--- src/rtl/reg_share_arbiter.sv ---
// Round-robin owner of one shared WIDTH-bit holding register: grants, steers data,
// pulses the load enable, holds ownership for HOLD_CYC cycles and acknowledges.
module reg_share_arbiter #(
    parameter int NREQ     = 4,
    parameter int WIDTH    = 8,
    parameter int HOLD_CYC = 2
) (
    input  logic                  clk,
    input  logic                  rst,
    input  logic [NREQ-1:0]       req,
    input  logic [NREQ*WIDTH-1:0] din,
    output logic [NREQ-1:0]       gnt,
    output logic [NREQ-1:0]       ack,
    output logic                  ld_en,
    output logic [WIDTH-1:0]      reg_d,
    output logic                  busy
);

    localparam int PW = $clog2(NREQ);
    localparam int CW = (HOLD_CYC > 1) ? $clog2(HOLD_CYC) : 1;

    typedef enum logic [1:0] {
        IDLE,
        GRANT,
        HOLD
    } state_t;

    state_t            state_q, state_d;
    logic [PW-1:0]     ptr_q, ptr_d;
    logic [PW-1:0]     own_q, own_d;
    logic [CW-1:0]     cnt_q, cnt_d;
    logic [NREQ-1:0]   gnt_q, gnt_d;
    logic [NREQ-1:0]   ack_q, ack_d;
    logic              ld_en_q, ld_en_d;
    logic [WIDTH-1:0]  reg_d_q, reg_d_d;
    logic              busy_q, busy_d;

    logic              found;
    logic [PW-1:0]     pick;
    int                idx;

    // First requester at or after the pointer, wrapping modulo NREQ.
    always_comb begin
        found = 1'b0;
        pick  = '0;
        idx   = 0;
        for (int i = 0; i < NREQ; i++) begin
            idx = int'(ptr_q) + i;
            if (idx >= NREQ) begin
                idx = idx - NREQ;
            end
            if (!found && req[idx]) begin
                found = 1'b1;
                pick  = PW'(idx);
            end
        end
    end

    always_comb begin
        state_d = state_q;
        ptr_d   = ptr_q;
        own_d   = own_q;
        cnt_d   = cnt_q;
        gnt_d   = gnt_q;
        ack_d   = '0;
        ld_en_d = 1'b0;
        reg_d_d = reg_d_q;

        case (state_q)
            IDLE: begin
                gnt_d   = '0;
                reg_d_d = '0;
                if (found) begin
                    state_d     = GRANT;
                    own_d       = pick;
                    gnt_d[pick] = 1'b1;
                    ld_en_d     = 1'b1;
                    reg_d_d     = din[pick*WIDTH +: WIDTH];
                end
            end
            GRANT: begin
                // The pointer moves past the owner even when the grant is aborted.
                ptr_d = (int'(own_q) == NREQ - 1) ? '0 : own_q + 1'b1;
                if (!req[own_q]) begin
                    state_d = IDLE;
                    gnt_d   = '0;
                    reg_d_d = '0;
                end else begin
                    state_d = HOLD;
                    cnt_d   = CW'(HOLD_CYC - 1);
                    if (HOLD_CYC == 1) begin
                        ack_d = gnt_q;
                    end
                end
            end
            HOLD: begin
                if (!req[own_q] || cnt_q == '0) begin
                    state_d = IDLE;
                    gnt_d   = '0;
                    reg_d_d = '0;
                end else begin
                    cnt_d = cnt_q - 1'b1;
                    // Registered ack lands in the final HOLD cycle.
                    if (cnt_q == CW'(1)) begin
                        ack_d = gnt_q;
                    end
                end
            end
            default: begin
                state_d = IDLE;
                gnt_d   = '0;
                reg_d_d = '0;
            end
        endcase

        busy_d = (state_d != IDLE);
    end

    always_ff @(posedge clk) begin
        if (rst) begin
            state_q <= IDLE;
            ptr_q   <= '0;
            own_q   <= '0;
            cnt_q   <= '0;
            gnt_q   <= '0;
            ack_q   <= '0;
            ld_en_q <= 1'b0;
            reg_d_q <= '0;
            busy_q  <= 1'b0;
        end else begin
            state_q <= state_d;
            ptr_q   <= ptr_d;
            own_q   <= own_d;
            cnt_q   <= cnt_d;
            gnt_q   <= gnt_d;
            ack_q   <= ack_d;
            ld_en_q <= ld_en_d;
            reg_d_q <= reg_d_d;
            busy_q  <= busy_d;
        end
    end

    assign gnt   = gnt_q;
    assign ack   = ack_q;
    assign ld_en = ld_en_q;
    assign reg_d = reg_d_q;
    assign busy  = busy_q;

endmodule
--- config.mk ---
export PLATFORM = sky130hd
export DESIGN_NAME = reg_share_arbiter
export DESIGN_NICKNAME = d
export VERILOG_FILES = /design/src/rtl/reg_share_arbiter.sv
export SDC_FILE = /design/constraint.sdc
export NUM_CORES = 1
export LEC_CHECK = 0
export CAP_MARGIN = 20
export CELL_PAD_IN_SITES_DETAIL_PLACEMENT = 0
export CELL_PAD_IN_SITES_GLOBAL_PLACEMENT = 1
export CORE_MARGIN = 5
export CORE_UTILIZATION = 29
export DETAILED_ROUTE_END_ITERATION = 12
export PLACE_DENSITY_LB_ADDON = 0.25
export SYNTH_ARGS = -nofsm -noshare
export SYNTH_HDL_FRONTEND = slang
export SYNTH_SLANG_ARGS = --single-unit
--- constraint.sdc ---
create_clock -name clk -period 2.21 [get_ports clk]
set_input_delay 0.442 -clock clk [delete_from_list [all_inputs] [get_ports clk]]
set_output_delay 0.442 -clock clk [all_outputs]
set_load 0.01 [all_outputs]
==> results.txt, run 1 <==
The global routing stage identified its most utilized layer as met2. Wires add up to 3660 µm. The portion of the clock cycle consumed by the worst path in the final layout came out at 95.9%. The number of optimization iterations in the first detailed-route pass came out at 4. The starting utilization of the core area came out at 29.5%. The detailed-route wire length per cell is 13.9 µm. The number of buffers created by CTS came out at 3. The sequential fraction of the synthesis area came out at 39.5%. The boundary pin count came out at 56.

For the pin with the worst max-slew slack, the measured transition is 0.519 ns. After global routing the overflow that remains totals 0. Clock-pin slew was measured on the worst setup and hold paths at 0.09 ns.

The flow ran to the end, and the final reports show no timing, DRC or antenna violations. The number of port buffers came out at 55. The number of nets in the layout came out at 252.

The peak fanout along the critical path is 13. The TritonCTS sink count came out at 25. The number of hold buffers added after CTS was 0.

The global-route met1 utilization is 15.5%. The total number of vias is 1280. Measured against its own limit, the worst slew margin works out to 65.4%. The met3 track utilization from global routing came out at 1.89%. The count of endpoints failing hold in the final timing report was 0. The initial DRC count is 55. Across the VDD grid, the largest voltage drop is 0.258 mV.

The areal power density over the cells is 579 mW/mm². 0 antenna diodes ended up in the layout. Setup repair after global routing left no endpoint under its margin. STA classifies the critical path endpoint as a register. The maximum achievable frequency came out at 0.472 GHz. The arrival time at the worst endpoint came out at 2.31 ns. Among cell families on the critical path, the largest total delay comes from simple AND/OR/NAND/NOR gates.

The tree is rooted in a sky130_fd_sc_hd__clkbuf_8. Setup slack closes at 0.0901 ns. The met2 track demand over resource came out at 21.0%.

The worst slack on hold paths is 0.460 ns. The number of levels in the clock H-tree is 1. The signal on the critical path passes through clkdlybuf4s50_1 -> nor2b_1 -> or4b_1 -> buf_6 -> and2_4 -> mux2i_4 -> o211ai_1. In the routed layout, each cell is associated on average with a via count of 4.85. The synthesized-area fraction occupied by and/or/nand/nor cells came out at 22.1%. The residual DRC count is 0.

The buffering stage count on the worst path with inverters included came out at 2. The via count of the first global-routing pass is 1316. The source-to-sink clock delay at the later pin of the worst-skew pair is 0.26 ns. The count of max-cap constraint violations came out at 0.

The final setup violation count came out at 0. Cells fill 47.3% of the core in the end. The master of the slowest instance on the critical path is sky130_fd_sc_hd__or4b_1. By area, the combinational part of the netlist is dominated by compound AO/OA/AOI/OAI gates. The share of cells above drive strength 1 came out at 12.7%.

For this run, the number of Yosys warnings is 0. TritonCTS built the clock tree. The chip height came out at 76.1 µm. STA classifies the critical path startpoint as an input pin.

At the end of routability-driven placement, the weighted congestion stood at 0.800. The mux share of post-synthesis cell area came out at 10.6%. The floorplan die width is 76.1 µm. In the layout the commonest cells are sky130_fd_sc_hd__clkdlybuf4s50_1, sky130_fd_sc_hd__dfxtp_1, sky130_fd_sc_hd__buf_4.

The post-synth design cell area came out at 0.00127 mm². The number of antenna violations at the first check in global routing was 0. Timing analysis after detailed placement gives a worst setup slack of -0.275 ns. For this run, the slowest stage of the critical path takes 0.52 ns. Between clock sinks in the finished design, the worst skew comes to 0.00471 ns. The data required time of the worst path came out at 2.40 ns.

The fraction of the mapped netlist area in compound gates is 22.7%. The clock passes through at most 2 buffers. The number of cell rows came out at 24. The global-route wire length before repair is 5970 µm. The pin count of the biggest net entering global routing came out at 15.

In this run the worst hold path is classified as register to register. The share of synthesized cell area in full adder, half adder and majority cells came out at 0.988%. The detailed placer's ending HPWL came out at 3000 µm. The xor-xnor portion of the synthesized cell area is 0%. The cell count after synthesis is 144. The overall fraction of global-route tracks in use is 12.2%.

The most common library cell in the layout ignoring fill and taps is sky130_fd_sc_hd__clkdlybuf4s50_1. Relative to the synthesized area, the layout overhead comes to 60.4%. The flop and latch count out of synthesis is 25. In this run, distinct cell masters in the synthesized netlist total 35. Each instance of the synthesized netlist takes up on average 8.79 µm². The area of the core region came out at 0.00429 mm². The die area is 0.00579 mm². The clock period minus final worst setup slack is 2.12 ns.

For this design the static power due to leakage is 0.837 nW. In this run the remaining antenna-violating nets after routing total 0. The classification of the worst setup path is input pin to register. The number of nets in the synthesized netlist is 183. The number of pins exceeding their max-slew limit in the final report is 0.
metrics by stage:
stage | instances | power [mW] | area (µm²) | setup TNS, ns
6_report | 264 | 1.18 | 2030 | 0
3_3_place_gp | 260 | 0.902 | 1970 | -1.78
5_1_grt | 264 | 1.24 | 2030 | 0
4_1_cts | 264 | 1.18 | 2010 | 0
2_1_floorplan | 144 | 0.708 | 1270 | 0
3_5_place_dp | 260 | 0.909 | 1970 | -2.17
flip-flops by register name, summed over array words and instances, names as in the netlist:
signal,count
cnt_q,1
ack,4
own_q,2
busy,1
reg_d,8
ld_en,1
ptr_q,2
state_q,2
gnt,4
worst reg2reg max path: stages, from the launching register on:
cell,delay [ns]
sky130_fd_sc_hd__dfxtp_1,0.42
sky130_fd_sc_hd__nor2b_1,0.08
sky130_fd_sc_hd__or4b_1,0.54
sky130_fd_sc_hd__buf_6,0.16
sky130_fd_sc_hd__and2_4,0.22
sky130_fd_sc_hd__mux2i_4,0.21
sky130_fd_sc_hd__o211ai_1,0.15
Yosys cell counts:
| library cell | instances | area, µm² |
|---|---|---|
| sky130_fd_sc_hd__nand2_1 | 11 | 41.3 |
| sky130_fd_sc_hd__mux2_2 | 1 | 11.3 |
| sky130_fd_sc_hd__a31oi_1 | 1 | 6.26 |
| sky130_fd_sc_hd__or4b_1 | 1 | 10.0 |
| sky130_fd_sc_hd__o21bai_1 | 1 | 7.51 |
| sky130_fd_sc_hd__or2_2 | 1 | 6.26 |
| sky130_fd_sc_hd__and3b_1 | 1 | 8.76 |
| sky130_fd_sc_hd__nor4b_1 | 1 | 8.76 |
| sky130_fd_sc_hd__o21ai_0 | 10 | 50.1 |
| sky130_fd_sc_hd__and4_1 | 1 | 8.76 |
| sky130_fd_sc_hd__dfxtp_1 | 25 | 500 |
| sky130_fd_sc_hd__nor3b_1 | 1 | 7.51 |
| sky130_fd_sc_hd__a21boi_1 | 8 | 60.1 |
| sky130_fd_sc_hd__nand2b_1 | 2 | 12.5 |
| sky130_fd_sc_hd__a2111o_1 | 2 | 22.5 |
| sky130_fd_sc_hd__a21o_1 | 2 | 15.0 |
| sky130_fd_sc_hd__and3_1 | 8 | 50.1 |
| sky130_fd_sc_hd__or3b_2 | 1 | 8.76 |
| sky130_fd_sc_hd__and2_4 | 1 | 8.76 |
| sky130_fd_sc_hd__a21oi_1 | 6 | 30.0 |
| sky130_fd_sc_hd__nand3_1 | 2 | 10.0 |
| sky130_fd_sc_hd__buf_2 | 2 | 10.0 |
| sky130_fd_sc_hd__nand3b_1 | 1 | 7.51 |
| sky130_fd_sc_hd__mux4_2 | 1 | 22.5 |
| sky130_fd_sc_hd__mux2i_1 | 10 | 100 |
| sky130_fd_sc_hd__a22o_1 | 1 | 8.76 |
| sky130_fd_sc_hd__nor2_1 | 11 | 41.3 |
| sky130_fd_sc_hd__o21ai_1 | 4 | 20.0 |
| sky130_fd_sc_hd__nor2b_1 | 4 | 25.0 |
| sky130_fd_sc_hd__ha_1 | 1 | 12.5 |
| sky130_fd_sc_hd__clkbuf_1 | 4 | 15.0 |
| sky130_fd_sc_hd__buf_6 | 1 | 11.3 |
| sky130_fd_sc_hd__and2_1 | 4 | 25.0 |
| sky130_fd_sc_hd__inv_1 | 4 | 15.0 |
| sky130_fd_sc_hd__o211ai_1 | 9 | 67.6 |
cells by family (layout without fill, tap and decap cells):
| group | after synthesis | after routing |
|---|---|---|
| AND/OR/NAND/NOR | 51 | 51 |
| adder cells (fa/ha/maj) | 1 | 1 |
| AO/OA/AOI/OAI | 44 | 44 |
| buffers and inverters | 11 | 79 |
| multiplexers | 12 | 12 |
| flip-flops | 25 | 25 |
power breakdown:
group / internal [mW] / switching (mW)
registers: 0.494 / 0.0338
logic: 0.223 / 0.153
clock network: 0.129 / 0.142
total: 0.846 / 0.329
layer usage:
layer  part of all wire (%)  vias to the layer above
li1                       -                      657
met1                     46                      591
met2                     49                       30
met3                    4.3                        2
met4                   0.77                        0
met5                      0                        -
worst paths after layout:
path | depth (start not counted) | slack [ns] | end | startpoint
max | 7 | 0.09 | reg_d[0] | req[0]
min | 2 | 0.46 | gnt[2] | gnt[2]
max reg2reg | 6 | 0.35 | reg_d[0] | ptr_q[0]
min reg2reg | 2 | 0.46 | gnt[2] | gnt[2]
area by class of cell:
class / count / area, µm²
fillers: 436 / 2260
multi-input cells: 108 / 731
repair buffers: 71 / 674
flip-flops and latches: 25 / 500
well taps: 52 / 65.1
clock buffers: 4 / 45.0
inverters: 4 / 15.0
timing repair:
| action | 4_1_cts | 5_1_grt |
|---|---|---|
| cloned | 0 | 0 |
| buffers inserted | 0 | 0 |
| pin swaps | 0 | 0 |
| endpoints found under the setup margin | 1 | 10 |
| gates resized for setup | 1 | 6 |
(Power assumes the default switching activity.)
==> run 2: changes to the inputs <==
Settings changed: CAP_MARGIN 20 to unset, CTS_CLUSTER_DIAMETER set to 120.
==> results of run 2 <==
The final DEF is identical to that of run 1; final timing and power are the same.
==> run 3: changes to the inputs <==
Settings changed: CORE_MARGIN 5 to 4.
==> run 3 against run 2 <==
  * Fmax is 1.2% higher
  * Clock skew is 0.0032 ns lower
  * Final cell count increased by 0.76%
  * Routed wire length is 2.2% lower
  * Critical path type unchanged
  * Critical path depth did not move
  * Highest routed layer unchanged
==> results.txt, run 3 (synthesis gave the netlist of run 1 again) <==
The flow ran to the end, and the final reports show no timing, DRC or antenna violations. The clock period minus final worst setup slack came to 2.09 ns (-0.0251 ns). The worst voltage drop across the vdd grid came to 0.302 mV (+17%). The critical path goes through clkdlybuf4s50_1 -> nor2b_1 -> or4b_4 -> buf_6 -> and2_4 -> mux2i_1 -> o211ai_1. The arrival time at the worst endpoint came out at 2.23 ns (-0.08 ns). The number of nets in the layout came out at 256 (+1.6%).

The peak fanout along the critical path came to 12 (-1). The initial DRC count came to 34 (-38%). The number of port buffers is 55 (unchanged). The total number of vias is 1301 (+1.6%).

The global-route wire length before repair came to 5660 µm (-5.1%). The synthesis-to-layout area growth came out at 62.5%. The data required time of the worst path came out at 2.35 ns (-0.05 ns).

The remaining max-slew budget at the tightest pin came out at 73.6% (+8.2 points). Setup repair after global routing left no endpoint under its margin. The die area was 0.00549 mm² (-5.2%). The final-layout fill cell count was 387 (-11%). The detailed-route wire length per cell was 13.4 µm (-3.0%). The number of cell rows came to 23 (-4.2%). The worst setup path is launched from an input pin. The total cell area at the placement stage came out at 0.00201 mm² (+2.0%). The residual DRC count was 0 (unchanged). The starting utilization of the core area came out at 30.8% (+1.3 points). The boundary pin count came out at 56 (unchanged).

The areal power density over the cells came out at 567 mW/mm² (-2.1%). The pin count of the biggest net entering global routing came out at 14 (-1). The maximum achievable frequency came to 0.477 GHz (+1.2%).

The number of optimization iterations in the first detailed-route pass came out at 4 (unchanged). The post-route clock skew came to 0.00147 ns (-0.00324 ns). The number of flip-flops under the largest register name came out at 8 (unchanged).

The maximum buffer depth of the clock tree came out at 2 (unchanged). The count of max-cap constraint violations came out at 0 (unchanged). The overall fraction of global-route tracks in use is 13.1% (+0.91 points). The routability-driven placement congestion ratio is 0.855 (+6.9%). The portion of the clock cycle consumed by the worst path in the final layout was 94.8% (-1.1 points). The register area is 500 µm² (unchanged). The TritonCTS sink count is 25 (unchanged).

The peak per-stage delay on the critical path is 0.51 ns (about the same). The number of pins exceeding their max-slew limit in the final report came out at 0 (unchanged). The static leakage came out at 0.866 nW (+3.4%). TritonCTS built the clock tree. The share of cells above drive strength 1 came to 13.4% (+0.69 points). The clock tree root buffer cell is sky130_fd_sc_hd__clkbuf_8. The number of nets with antenna violations after detailed routing came out at 0 (unchanged).

The largest individual stage delay along the critical path comes from the cell sky130_fd_sc_hd__or4b_4. The final setup violation count is 0 (unchanged). The final design instance area without fill came out at 0.00206 mm² (+1.4%). The overall power of the completed layout came to 1.17 mW (-0.76%). The floorplan die width was 74.1 µm (-2.6%).

The total detailed-routing wirelength came out at 3580 µm (-2.2%). The total overflow reported by the global router came out at 0 (unchanged). The area of the core region is 0.00412 mm² (-4.2%). The source-to-sink clock delay at the later pin of the worst-skew pair is 0.26 ns (about the same). The chip height came out at 74.1 µm (-2.6%). The library cell used most frequently in the layout, excluding fill and tap cells, is sky130_fd_sc_hd__clkdlybuf4s50_1. STA classifies the critical path endpoint as a register. The worst min-delay path class is register to register. The number of antenna violations at the first check in global routing came to 0 (unchanged).

The number of antenna diodes came to 0 (unchanged). The post-cts hold buffer count came to 0 (unchanged). The via count of the first global-routing pass is 1276 (-3.0%). The slew at the pin closest to its max-slew limit is 0.392 ns (-0.127 ns). The number of buffers created by CTS came to 3 (unchanged). The via density per instance came out at 4.89 (+0.88%). The area of the multi-input gates is 718 µm² (-1.7%). The clock-pin slew on the worst setup and hold paths is 0.08 ns (about the same).

The critical path is of the input pin to register type. The number of levels in the clock H-tree is 1 (unchanged). The count of endpoints failing hold in the final timing report is 0 (unchanged). In the layout the commonest cells are sky130_fd_sc_hd__clkdlybuf4s50_1, sky130_fd_sc_hd__dfxtp_1, sky130_fd_sc_hd__buf_4.

The detailed placer's ending HPWL is 2970 µm (-1.2%).
## run 3: routing by layer
layer / share of wire (%) / track usage, % / vias to the layer above
li1: - / - / 664
met1: 45 / 16.7 / 598
met2: 49 / 22.2 / 37
met3: 4.5 / 1.76 / 2
met4: 1.1 / 5.03 / 0
met5: 0 / 0 / -
## run 3: critical path: cells and delay by family
family,cells,cell delay (ns)
compound gates,1,0.10
simple gates,3,0.89
mux,1,0.19
buf+inv,2,0.60
## run 3: path summary, 6_finish.rpt
| kind | depth (start not counted) | endpoint | startpoint | slack (ns) |
|---|---|---|---|---|
| setup / recovery | 7 | reg_d[0] | req[0] | 0.12 |
| hold / removal | 2 | gnt[2] | gnt[2] | 0.47 |
| setup reg to reg | 6 | reg_d[0] | ptr_q[0] | 0.35 |
| hold reg to reg | 2 | gnt[2] | gnt[2] | 0.47 |
## run 3: what timing repair did
| item | in CTS | in global routing |
|---|---|---|
| endpoints found under the setup margin | 0 | 2 |
| buffers inserted | 0 | 0 |
| gates resized for setup | 0 | 3 |
## run 3: power by group
group	switching [mW]	internal [mW]
logic	0.150	0.227
registers	0.0339	0.494
clock network	0.133	0.128
## run 3: final cells by class
class                           count  share of cell area [%]
Sequential cell                    25                    24.3
Timing Repair Buffer               75                    34.8
Tap cell                           50                    3.04
Clock buffer                        4                    2.19
Inverter                            4                   0.729
Multi-Input combinational cell    108                    34.9
## run 3: through the flow
stage               TNS [ns]  hold slack [ns]  setup slack (ns)  util [%]  instances
CTS                        0            0.475            0.0776      49.8        266
floorplan                  0            0.477             0.357         -        144
global route               0            0.516            0.0156      50.0        266
finish                     0            0.471             0.115      50.0        266
global placement       -1.00            0.458            -0.154      48.7        262
detailed placement     -1.52            0.463            -0.201      48.7        262
